==> config.mk <==
export PLATFORM = sky130hd
export DESIGN_NAME = muldiv_sequencer
export DESIGN_NICKNAME = d
export VERILOG_FILES = /design/src/rtl/muldiv_sequencer.sv
export SDC_FILE = /design/constraint.sdc
export NUM_CORES = 1
export LEC_CHECK = 0
export ABC_AREA = 1
export BUFFER_PORTS_ARGS = -buffer_cell sky130_fd_sc_hd__buf_2
export CAP_MARGIN = 25
export CORE_UTILIZATION = 30
export CTS_CLUSTER_SIZE = 10
export DETAILED_ROUTE_END_ITERATION = 16
export HOLD_SLACK_MARGIN = 0.12
export PLACE_DENSITY = 0.56
export REMOVE_ABC_BUFFERS = 1
export SYNTH_ARGS = -nofsm -noshare
export SYNTH_HDL_FRONTEND = slang
export SYNTH_SLANG_ARGS = --single-unit
==> constraint.sdc <==
create_clock -name clk -period 2.8 [get_ports clk]
set_clock_uncertainty 0.1 [all_clocks]
set_input_delay 0 -clock clk [delete_from_list [all_inputs] [get_ports clk]]
set_output_delay 0 -clock clk [all_outputs]
set_load 0.03 [all_outputs]
==> src/rtl/muldiv_sequencer.sv <==
// Iterative multiply/divide sequencer with architectural HI/LO registers.
// Optional divider compiled in with `define MULDIV_DIV_EN.
module muldiv_sequencer #(
  parameter int unsigned WIDTH = 32,
  parameter int unsigned CNTW  = 6
) (
  input  logic             clk,
  input  logic             reset,
  input  logic             start_multE,
  input  logic [1:0]       opE,
  input  logic [WIDTH-1:0] srcaE,
  input  logic [WIDTH-1:0] srcbE,
  input  logic             hi_we,
  input  logic             lo_we,
  input  logic [WIDTH-1:0] hi_wd,
  input  logic [WIDTH-1:0] lo_wd,
  output logic             busy_multE,
  output logic             done,
  output logic [WIDTH-1:0] hi,
  output logic [WIDTH-1:0] lo
);

  localparam int unsigned AW = 2 * WIDTH;
  localparam int unsigned SW = WIDTH + 1;

  localparam logic [1:0] IDLE = 2'd0;
  localparam logic [1:0] MUL  = 2'd1;
`ifdef MULDIV_DIV_EN
  localparam logic [1:0] DIV  = 2'd2;
`endif
  localparam logic [1:0] FIX  = 2'd3;

  logic [1:0]       state_q, state_d;
  logic [CNTW-1:0]  cnt_q, cnt_d;
  logic [AW-1:0]    acc_q, acc_d;
  logic [WIDTH-1:0] a_q, a_d;
  logic             neg_q, neg_d;
  logic [WIDTH-1:0] hi_q, hi_d, lo_q, lo_d;
  logic             busy_q, busy_d, done_q, done_d;

  // Operand magnitudes for signed ops; unsigned ops pass through
  logic             is_signed, a_neg, b_neg;
  logic [WIDTH-1:0] a_mag, b_mag;
  logic [SW-1:0]    mul_sum;
  logic [AW-1:0]    prod_fix;

  assign is_signed = ~opE[0];
  assign a_neg     = is_signed & srcaE[WIDTH-1];
  assign b_neg     = is_signed & srcbE[WIDTH-1];
  assign a_mag     = a_neg ? (WIDTH'(0) - srcaE) : srcaE;
  assign b_mag     = b_neg ? (WIDTH'(0) - srcbE) : srcbE;
  assign mul_sum   = {1'b0, acc_q[AW-1:WIDTH]} + (acc_q[0] ? {1'b0, a_q} : SW'(0));
  assign prod_fix  = neg_q ? (AW'(0) - acc_q) : acc_q;

`ifdef MULDIV_DIV_EN
  logic [WIDTH-1:0] b_q, b_d;
  logic             rneg_q, rneg_d, is_div_q, is_div_d;
  logic [SW-1:0]    rem_sh;
  logic             div_ge;
  logic [WIDTH-1:0] div_sub, quo_fix, rem_fix;

  // Restoring step: shift next dividend bit into the partial remainder
  assign rem_sh  = acc_q[AW-1:WIDTH-1];
  assign div_ge  = rem_sh >= {1'b0, b_q};
  assign div_sub = WIDTH'(rem_sh - {1'b0, b_q});
  assign quo_fix = neg_q  ? (WIDTH'(0) - acc_q[WIDTH-1:0])  : acc_q[WIDTH-1:0];
  assign rem_fix = rneg_q ? (WIDTH'(0) - acc_q[AW-1:WIDTH]) : acc_q[AW-1:WIDTH];
`endif

  always_comb begin
    state_d = state_q;
    cnt_d   = cnt_q;
    acc_d   = acc_q;
    a_d     = a_q;
    neg_d   = neg_q;
    hi_d    = hi_q;
    lo_d    = lo_q;
`ifdef MULDIV_DIV_EN
    b_d      = b_q;
    rneg_d   = rneg_q;
    is_div_d = is_div_q;
`endif
    case (state_q)
      IDLE: begin
        if (start_multE) begin
          cnt_d = '0;
          neg_d = a_neg ^ b_neg;
          if (!opE[1]) begin
            a_d     = a_mag;
            acc_d   = {WIDTH'(0), b_mag};
            state_d = MUL;
`ifdef MULDIV_DIV_EN
            is_div_d = 1'b0;
          end else begin
            is_div_d = 1'b1;
            b_d      = b_mag;
            acc_d    = {WIDTH'(0), a_mag};
            state_d  = DIV;
            // Zero divisor keeps the raw dividend and suppresses sign fixup
            if (srcbE == '0) begin
              a_d    = srcaE;
              neg_d  = 1'b0;
              rneg_d = 1'b0;
            end else begin
              a_d    = a_mag;
              rneg_d = a_neg;
            end
`endif
          end
        end else begin
          if (hi_we) hi_d = hi_wd;
          if (lo_we) lo_d = lo_wd;
        end
      end
      MUL: begin
        acc_d = {mul_sum, acc_q[WIDTH-1:1]};
        cnt_d = cnt_q + CNTW'(1);
        if (cnt_q == CNTW'(WIDTH - 1)) state_d = FIX;
      end
`ifdef MULDIV_DIV_EN
      DIV: begin
        if (b_q == '0) begin
          acc_d   = {a_q, {WIDTH{1'b1}}};
          state_d = FIX;
        end else begin
          acc_d = {(div_ge ? div_sub : rem_sh[WIDTH-1:0]), acc_q[WIDTH-2:0], div_ge};
          cnt_d = cnt_q + CNTW'(1);
          if (cnt_q == CNTW'(WIDTH - 1)) state_d = FIX;
        end
      end
`endif
      FIX: begin
`ifdef MULDIV_DIV_EN
        if (is_div_q) begin
          hi_d = rem_fix;
          lo_d = quo_fix;
        end else begin
          hi_d = prod_fix[AW-1:WIDTH];
          lo_d = prod_fix[WIDTH-1:0];
        end
`else
        hi_d = prod_fix[AW-1:WIDTH];
        lo_d = prod_fix[WIDTH-1:0];
`endif
        state_d = IDLE;
      end
      default: state_d = IDLE;
    endcase
    busy_d = (state_d != IDLE);
    done_d = (state_d == FIX);
  end

  always_ff @(posedge clk or negedge reset) begin
    if (!reset) begin
      state_q <= IDLE;
      cnt_q   <= '0;
      acc_q   <= '0;
      a_q     <= '0;
      neg_q   <= 1'b0;
      hi_q    <= '0;
      lo_q    <= '0;
      busy_q  <= 1'b0;
      done_q  <= 1'b0;
`ifdef MULDIV_DIV_EN
      b_q      <= '0;
      rneg_q   <= 1'b0;
      is_div_q <= 1'b0;
`endif
    end else begin
      state_q <= state_d;
      cnt_q   <= cnt_d;
      acc_q   <= acc_d;
      a_q     <= a_d;
      neg_q   <= neg_d;
      hi_q    <= hi_d;
      lo_q    <= lo_d;
      busy_q  <= busy_d;
      done_q  <= done_d;
`ifdef MULDIV_DIV_EN
      b_q      <= b_d;
      rneg_q   <= rneg_d;
      is_div_q <= is_div_d;
`endif
    end
  end

  assign busy_multE = busy_q;
  assign done       = done_q;
  assign hi         = hi_q;
  assign lo         = lo_q;

endmodule

======== Word level (Yosys, flattened, before mapping) ========
Index checks and enable logic that the tools add are counted.
cells by class
  add/sub/neg operators ................... 5
  eq/ne operators ......................... 9
  multiplexer cells ....................... 19
  bitwise gates (word level) .............. 5
  reduce and logical (&&, ||, !) cells .... 10
operators by type and width
  cell                                                                  count
  32-bit 2-to-1 mux                                                     7
  64-bit 2-to-1 mux                                                     3
  32-bit one-hot mux with 2 select lines                                2
  64-bit one-hot mux with 2 select lines                                1
  1-bit by 32-bit subtractor with 32-bit output (first input constant)  2
  1-bit by 64-bit subtractor with 64-bit output (first input constant)  1
  32-bit by 32-bit adder with 33-bit output                             1
  6-bit one-hot mux with 2 select lines                                 1
  3-bit AND reduction                                                   4
  2-bit != test (second input constant)                                 5
  6-bit by 1-bit adder with 6-bit output (second input constant)        1
  6-bit by 5-bit == test with 1-bit output (second input constant)      1
  2-bit 2-to-1 mux                                                      3
  6-bit 2-to-1 mux                                                      1
  2-bit nonzero test                                                    3
  2-bit == test (second input constant)                                 2
  2-bit one-hot mux with 2 select lines                                 1
  2-bit AND reduction                                                   2
  1-bit bitwise AND                                                     2
  2-bit by 1-bit == test with 1-bit output (second input constant)      1
  2-bit zero test                                                       1
  1-bit inverter                                                        2
  1-bit bitwise XOR                                                     1
storage, ports and cells
  register bits ........................... 171
  input bits .............................. 135
  output and inout port bits .............. 66
  word-level logic and storage cells ...... 57

======== Logic depth before layout (Yosys ltp) ========
  depth in word-level cells ............... 6
  depth in mapped cells ................... 19
  mapped depth without buffers ............ 17

======== Worst setup path after synthesis ========
Ideal clock, no wire load.
  path type ............................... flip-flop to flip-flop
  start ................................... register acc_q[0]
  end ..................................... register acc_q[55]
  library setup time ...................... 118 ps
  arrival ................................. 2,296 ps
  setup slack ............................. 286 ps
  stages on the path, launching flop included .. 18
  path buffers ............................ 2
  period minus slack after synthesis ...... 2,514 ps
  cells stage by stage .................... dfrtp_1 > buf_6 > clkbuf_1 > nand2_1 > inv_1 > ha_1 > inv_1 > fa_1 > inv_1 > nand3_1 > nand2_1 > inv_1 > o21ai_0 > nand3_1 > nand3_1 > nand2_1 > nand3_1 > nand2_1
between the ends
  cells in the longest elaborated chain, start to end .. 3
ends and longest elaborated chain
  item                                       line  text
  from (decl)                                35    logic [AW-1:0] acc_q, acc_d;
  from (signal assigned)                     157   acc_q <= '0;
  from (signal assigned)                     172   acc_q <= acc_d;
  32-bit 2-to-1 mux                          52    assign mul_sum = {1'b0, acc_q[AW-1:WIDTH]} + (acc_q[0] ? {1'b0, a_q} : SW'(0));
  32-bit by 32-bit adder with 33-bit output  52
  64-bit one-hot mux with 2 select lines     83    case (state_q)
No other way between the ends.
A chain may end at the register's enable or synchronous reset.

======== Worst setup path after layout ========
  start ................................... input srcaE[1]
  end ..................................... register a_q[26]
between the ends
  cells in the longest elaborated chain, start to end .. 2
ends and longest elaborated chain
  item                                           line  text
  from (decl)                                    11    input logic [WIDTH-1:0] srcaE,
  1-bit by 32-bit subtractor with 32-bit output  50    assign a_mag = a_neg ? (WIDTH'(0) - srcaE) : srcaE;
  32-bit 2-to-1 mux                              50
  to (signal assigned)                           158   a_q <= '0;
  to (signal assigned)                           173   a_q <= a_d;
  to (decl)                                      36    logic [WIDTH-1:0] a_q, a_d;
No other way between the ends.

==> impl_results.rst <==
.. list-table::
   :header-rows: 1

   * - Metric
     - Value
   * - DRT iter0 DRCs
     - around 1200
   * - TritonCTS clock tree
     - yes
   * - Synthesis warning total
     - 0
   * - Final worst-path cycle share
     - between 90% and 100%
   * - Max-capacitance violation count
     - 0
   * - Most frequent cells after synthesis
     - sky130_fd_sc_hd__nand2_1 (721), sky130_fd_sc_hd__nor2_1 (309), sky130_fd_sc_hd__inv_1 (234), sky130_fd_sc_hd__nand3_1 (188), sky130_fd_sc_hd__dfrtp_1 (171)
   * - Bufs on Longest Clock Path
     - 2
   * - Most common flop cell mapped by yosys
     - sky130_fd_sc_hd__dfrtp_1
   * - Finish-stage setup viols
     - 0
   * - # H-tree levels
     - 4
   * - Clock share of power
     - 13.6%
   * - Final standard cell utilization of the core
     - around two fifths
   * - Initial Utilization
     - between 30% and 40%
   * - Weighted congestion at the end of routability-driven global placement
     - roughly 0.9
   * - Required arrival time at the worst endpoint
     - 3.10 ns
   * - Fraction of met2 tracks used by global routing
     - 35.3%
   * - Total power per unit cell area
     - ~1000 nW/um2
   * - Worst-case vdd ir drop
     - 0.582 mV
   * - Flops & latches, synth
     - 171
   * - Distinct cells, synth
     - 54
   * - DRC violations left
     - 0
   * - Logic pwr share
     - about three fifths
   * - Category of the worst setup path launch point
     - input pin
   * - Leakage power of the design
     - ~9.3 nW
   * - Total count of hold-check failures in the final report
     - 0
   * - Cell area after synthesis
     - 13800 um2
   * - Sequential power share
     - about a quarter
   * - Max FO, Critical Path
     - 5
   * - Ratio of cells with drive above 1 in the final layout
     - 13.9%
   * - Final Routed Wirelength
     - 52200 um
   * - EDFF count, synth
     - 0
   * - Final total power
     - ~19 mW
   * - Number of clock buffers inserted by TritonCTS
     - 17
   * - Global-route wire length before repair
     - 82000 um
   * - Area share of the largest cell type after synthesis
     - between 30 and 40%
   * - Grt ovf
     - 0
   * - Worst setup path category
     - in -> reg
   * - Fill count
     - around 4800
   * - Arrival time worst endpoint
     - approximately 3 ns
   * - Largest area contributor in the netlist
     - sky130_fd_sc_hd__dfrtp_1
   * - DIE AREA
     - about 47000 um2
   * - Cell types occupying the most area after synthesis
     - sky130_fd_sc_hd__dfrtp_1 (31%), sky130_fd_sc_hd__nand2_1 (20%), sky130_fd_sc_hd__nor2_1 (8.4%)
   * - Synthesis-to-finish area growth
     - 35.8%
   * - Number of I/O port buffers
     - 200
   * - Maximum number of pins on one net before global-route repair
     - 66
   * - Die boundary height
     - around 220 um
   * - Busiest grt layer
     - met2
   * - Die width
     - roughly 220 um
   * - Psw
     - between 9 and 10 mW
   * - Clock sink count
     - 171
   * - Cell internal pwr
     - about 9 mW
   * - Path category of the worst min-delay check
     - in -> reg
   * - Number of rows in the core area
     - between 70 and 80
   * - Finished layout cell area
     - 18700 um2
   * - Master cell of the clock root buffer
     - sky130_fd_sc_hd__clkbuf_16
   * - Final count of pins violating max slew
     - 0
   * - Global routing met3 resource utilization
     - ~2.7%
   * - Global-route track usage on met1
     - 31.3%
   * - Routed vias
     - approximately 16000
   * - Global Route Usage Sum
     - ~22%
   * - Share of async-settable or async-resettable flops after synthesis
     - between 90% and 100%
   * - Number of nets at the end of the flow
     - between 2000 and 3000
   * - Floorplan core area
     - 45400 um2
   * - Cell with the most instances after synthesis
     - sky130_fd_sc_hd__nand2_1
   * - Average detailed-routed wire length per instance
     - 16.0 um
   * - Remaining number of nets flagged by the antenna check after routing
     - 0
   * - Post-DP HPWL
     - 39100 um
   * - Clock transition time at the flip-flop clock pins of the worst setup and hold paths
     - 0.07 ns
   * - Min Tclk post-route
     - about 2.8 ns
   * - Worst relative slew slack
     - about 43%
   * - Avg Inst Size Synth
     - approximately 6.3 um2
   * - Routed via count divided by cell count
     - 4.80
   * - Actual slew at the worst max-slew pin
     - around 0.85 ns
   * - Worst-Skew Late Latency
     - 0.47 ns
   * - DR pass1 iterations
     - 5
   * - Num ports
     - 201
   * - Result of the run
     - finished clean
   * - Number of global-route vias before repair
     - around 15000
   * - Endpoint kind of the worst setup timing path
     - flip-flop
   * - Minimum hold slack
     - ~0.15 ns
   * - Sequential fraction of the synthesis area
     - between 30% and 40%
   * - Post-synthesis instance total
     - 2207
   * - Number of antenna violations at the first check in global routing
     - 0
   * - Maximum clock frequency
     - 0.362 GHz
   * - Instance area after placement
     - approximately 15000 um2
   * - Net switching fraction of the power
     - a little over 50%
   * - Antenna cell count
     - 0
-- timing repair --
| item | 4_1_cts | 5_1_grt |
|---|---|---|
| endpoints found under the setup margin | 0 | 25 |
| hold buffers | 239 | 0 |
| buffers inserted | 0 | 15 |
| endpoints found under the hold margin | 306 | 0 |
| gates resized for setup | 0 | 34 |
-- sequential cells by signal (all words and copies together) (netlist names), 2 cells and up --
signal,count
acc_q,64
hi,32
a_q,32
lo,32
state_q,2
cnt_q,6
-- stage by stage --
step / setup TNS, ns / setup WS, ns / cells
after floorplan: -13.66 / -0.476 / 2141
after global placement: 0 / 0.288 / 2969
after detailed placement: 0 / 0.251 / 2969
after CTS: 0 / 0.0295 / 3240
after global routing: -0.0326 / -0.0243 / 3256
final: 0 / 0.0389 / 3256
-- kinds of logic after synthesis --
kind of cell             share of synthesized area [%]
AO/OA/AOI/OAI                                     12.7
XOR/XNOR                                          2.86
adder cells (fa/ha/maj)                           3.41
buffers and inverters                             9.21
flip-flops                                        31.0
multiplexers                                     0.236
AND/OR/NAND/NOR                                   40.6
-- routing by layer --
metal  routed length, um  share of wire [%]  vias up
li1                    -                  -     7952
met1               25500                 49     7165
met2               23000                 44      446
met3                2360                4.5       80
met4                1390                2.7        0
met5                   0                  0        -
-- power groups by stage --
| stage | Clock [mW] | Combinational, mW | Sequential, mW |
|---|---|---|---|
| after floorplan | 0 | 6.27 | 5.55 |
| after detailed placement | 0 | 10.3 | 4.96 |
| final | 2.55 | 11.2 | 4.95 |
| after CTS | 2.62 | 11.0 | 4.91 |
| after global placement | 0 | 10.2 | 4.93 |
| after global routing | 2.71 | 12.5 | 5.10 |
-- layout by cell type (no fill, tap or decap), types with 27 or more instances in the layout --
master	netlist	routed
sky130_fd_sc_hd__o21ai_0	124	122
sky130_fd_sc_hd__nand2_1	721	716
sky130_fd_sc_hd__buf_2	35	199
sky130_fd_sc_hd__o21ai_1	25	27
sky130_fd_sc_hd__ha_1	36	34
sky130_fd_sc_hd__buf_4	7	36
sky130_fd_sc_hd__a21oi_1	111	111
sky130_fd_sc_hd__dfrtp_1	171	170
sky130_fd_sc_hd__xor2_1	38	38
sky130_fd_sc_hd__nand3_1	188	187
sky130_fd_sc_hd__dlygate4sd3_1	0	238
sky130_fd_sc_hd__nor2_1	309	301
sky130_fd_sc_hd__inv_1	234	231
-- final cells by class --
type                       count  area [um2]  area share [%]
clock inverter                15         188            1.00
tap                          600         751            4.01
multi-input combinational   1722        8350            44.5
timing repair buffer         482        3800            20.3
clock buffer                  17         425            2.27
inverter                     249         946            5.05
sequential                   171        4280            22.8
-- critical path, cell delays in order --
cell and delay (ns):
sky130_fd_sc_hd__dlygate4sd3_1 0.52, sky130_fd_sc_hd__buf_2 0.13, sky130_fd_sc_hd__inv_1 0.09, sky130_fd_sc_hd__ha_2 0.20
sky130_fd_sc_hd__nand2_2 0.09, sky130_fd_sc_hd__nor2_4 0.15, sky130_fd_sc_hd__nand4_1 0.22, sky130_fd_sc_hd__nand2_4 0.19
sky130_fd_sc_hd__nand2_2 0.08, sky130_fd_sc_hd__o21ai_1 0.13, sky130_fd_sc_hd__dlygate4sd3_1 0.55, sky130_fd_sc_hd__nand3_1 0.06
sky130_fd_sc_hd__dlygate4sd3_1 0.57, sky130_fd_sc_hd__nand2_1 0.06
-- final timing paths --
path	slack, ns	cells after the start	from	end
setup / recovery	0.04	14	srcaE[1]	a_q[26]
hold reg to reg	0.38	2	hi[4]	hi[4]
setup reg to reg	0.15	9	state_q[0]	hi[9]
min in group asynchronous	0.60	4	reset	hi[14]
hold / removal	0.15	6	srcaE[0]	a_q[5]
max in group asynchronous	1.58	4	reset	acc_q[12]
Power figures use the tool's default switching activity.
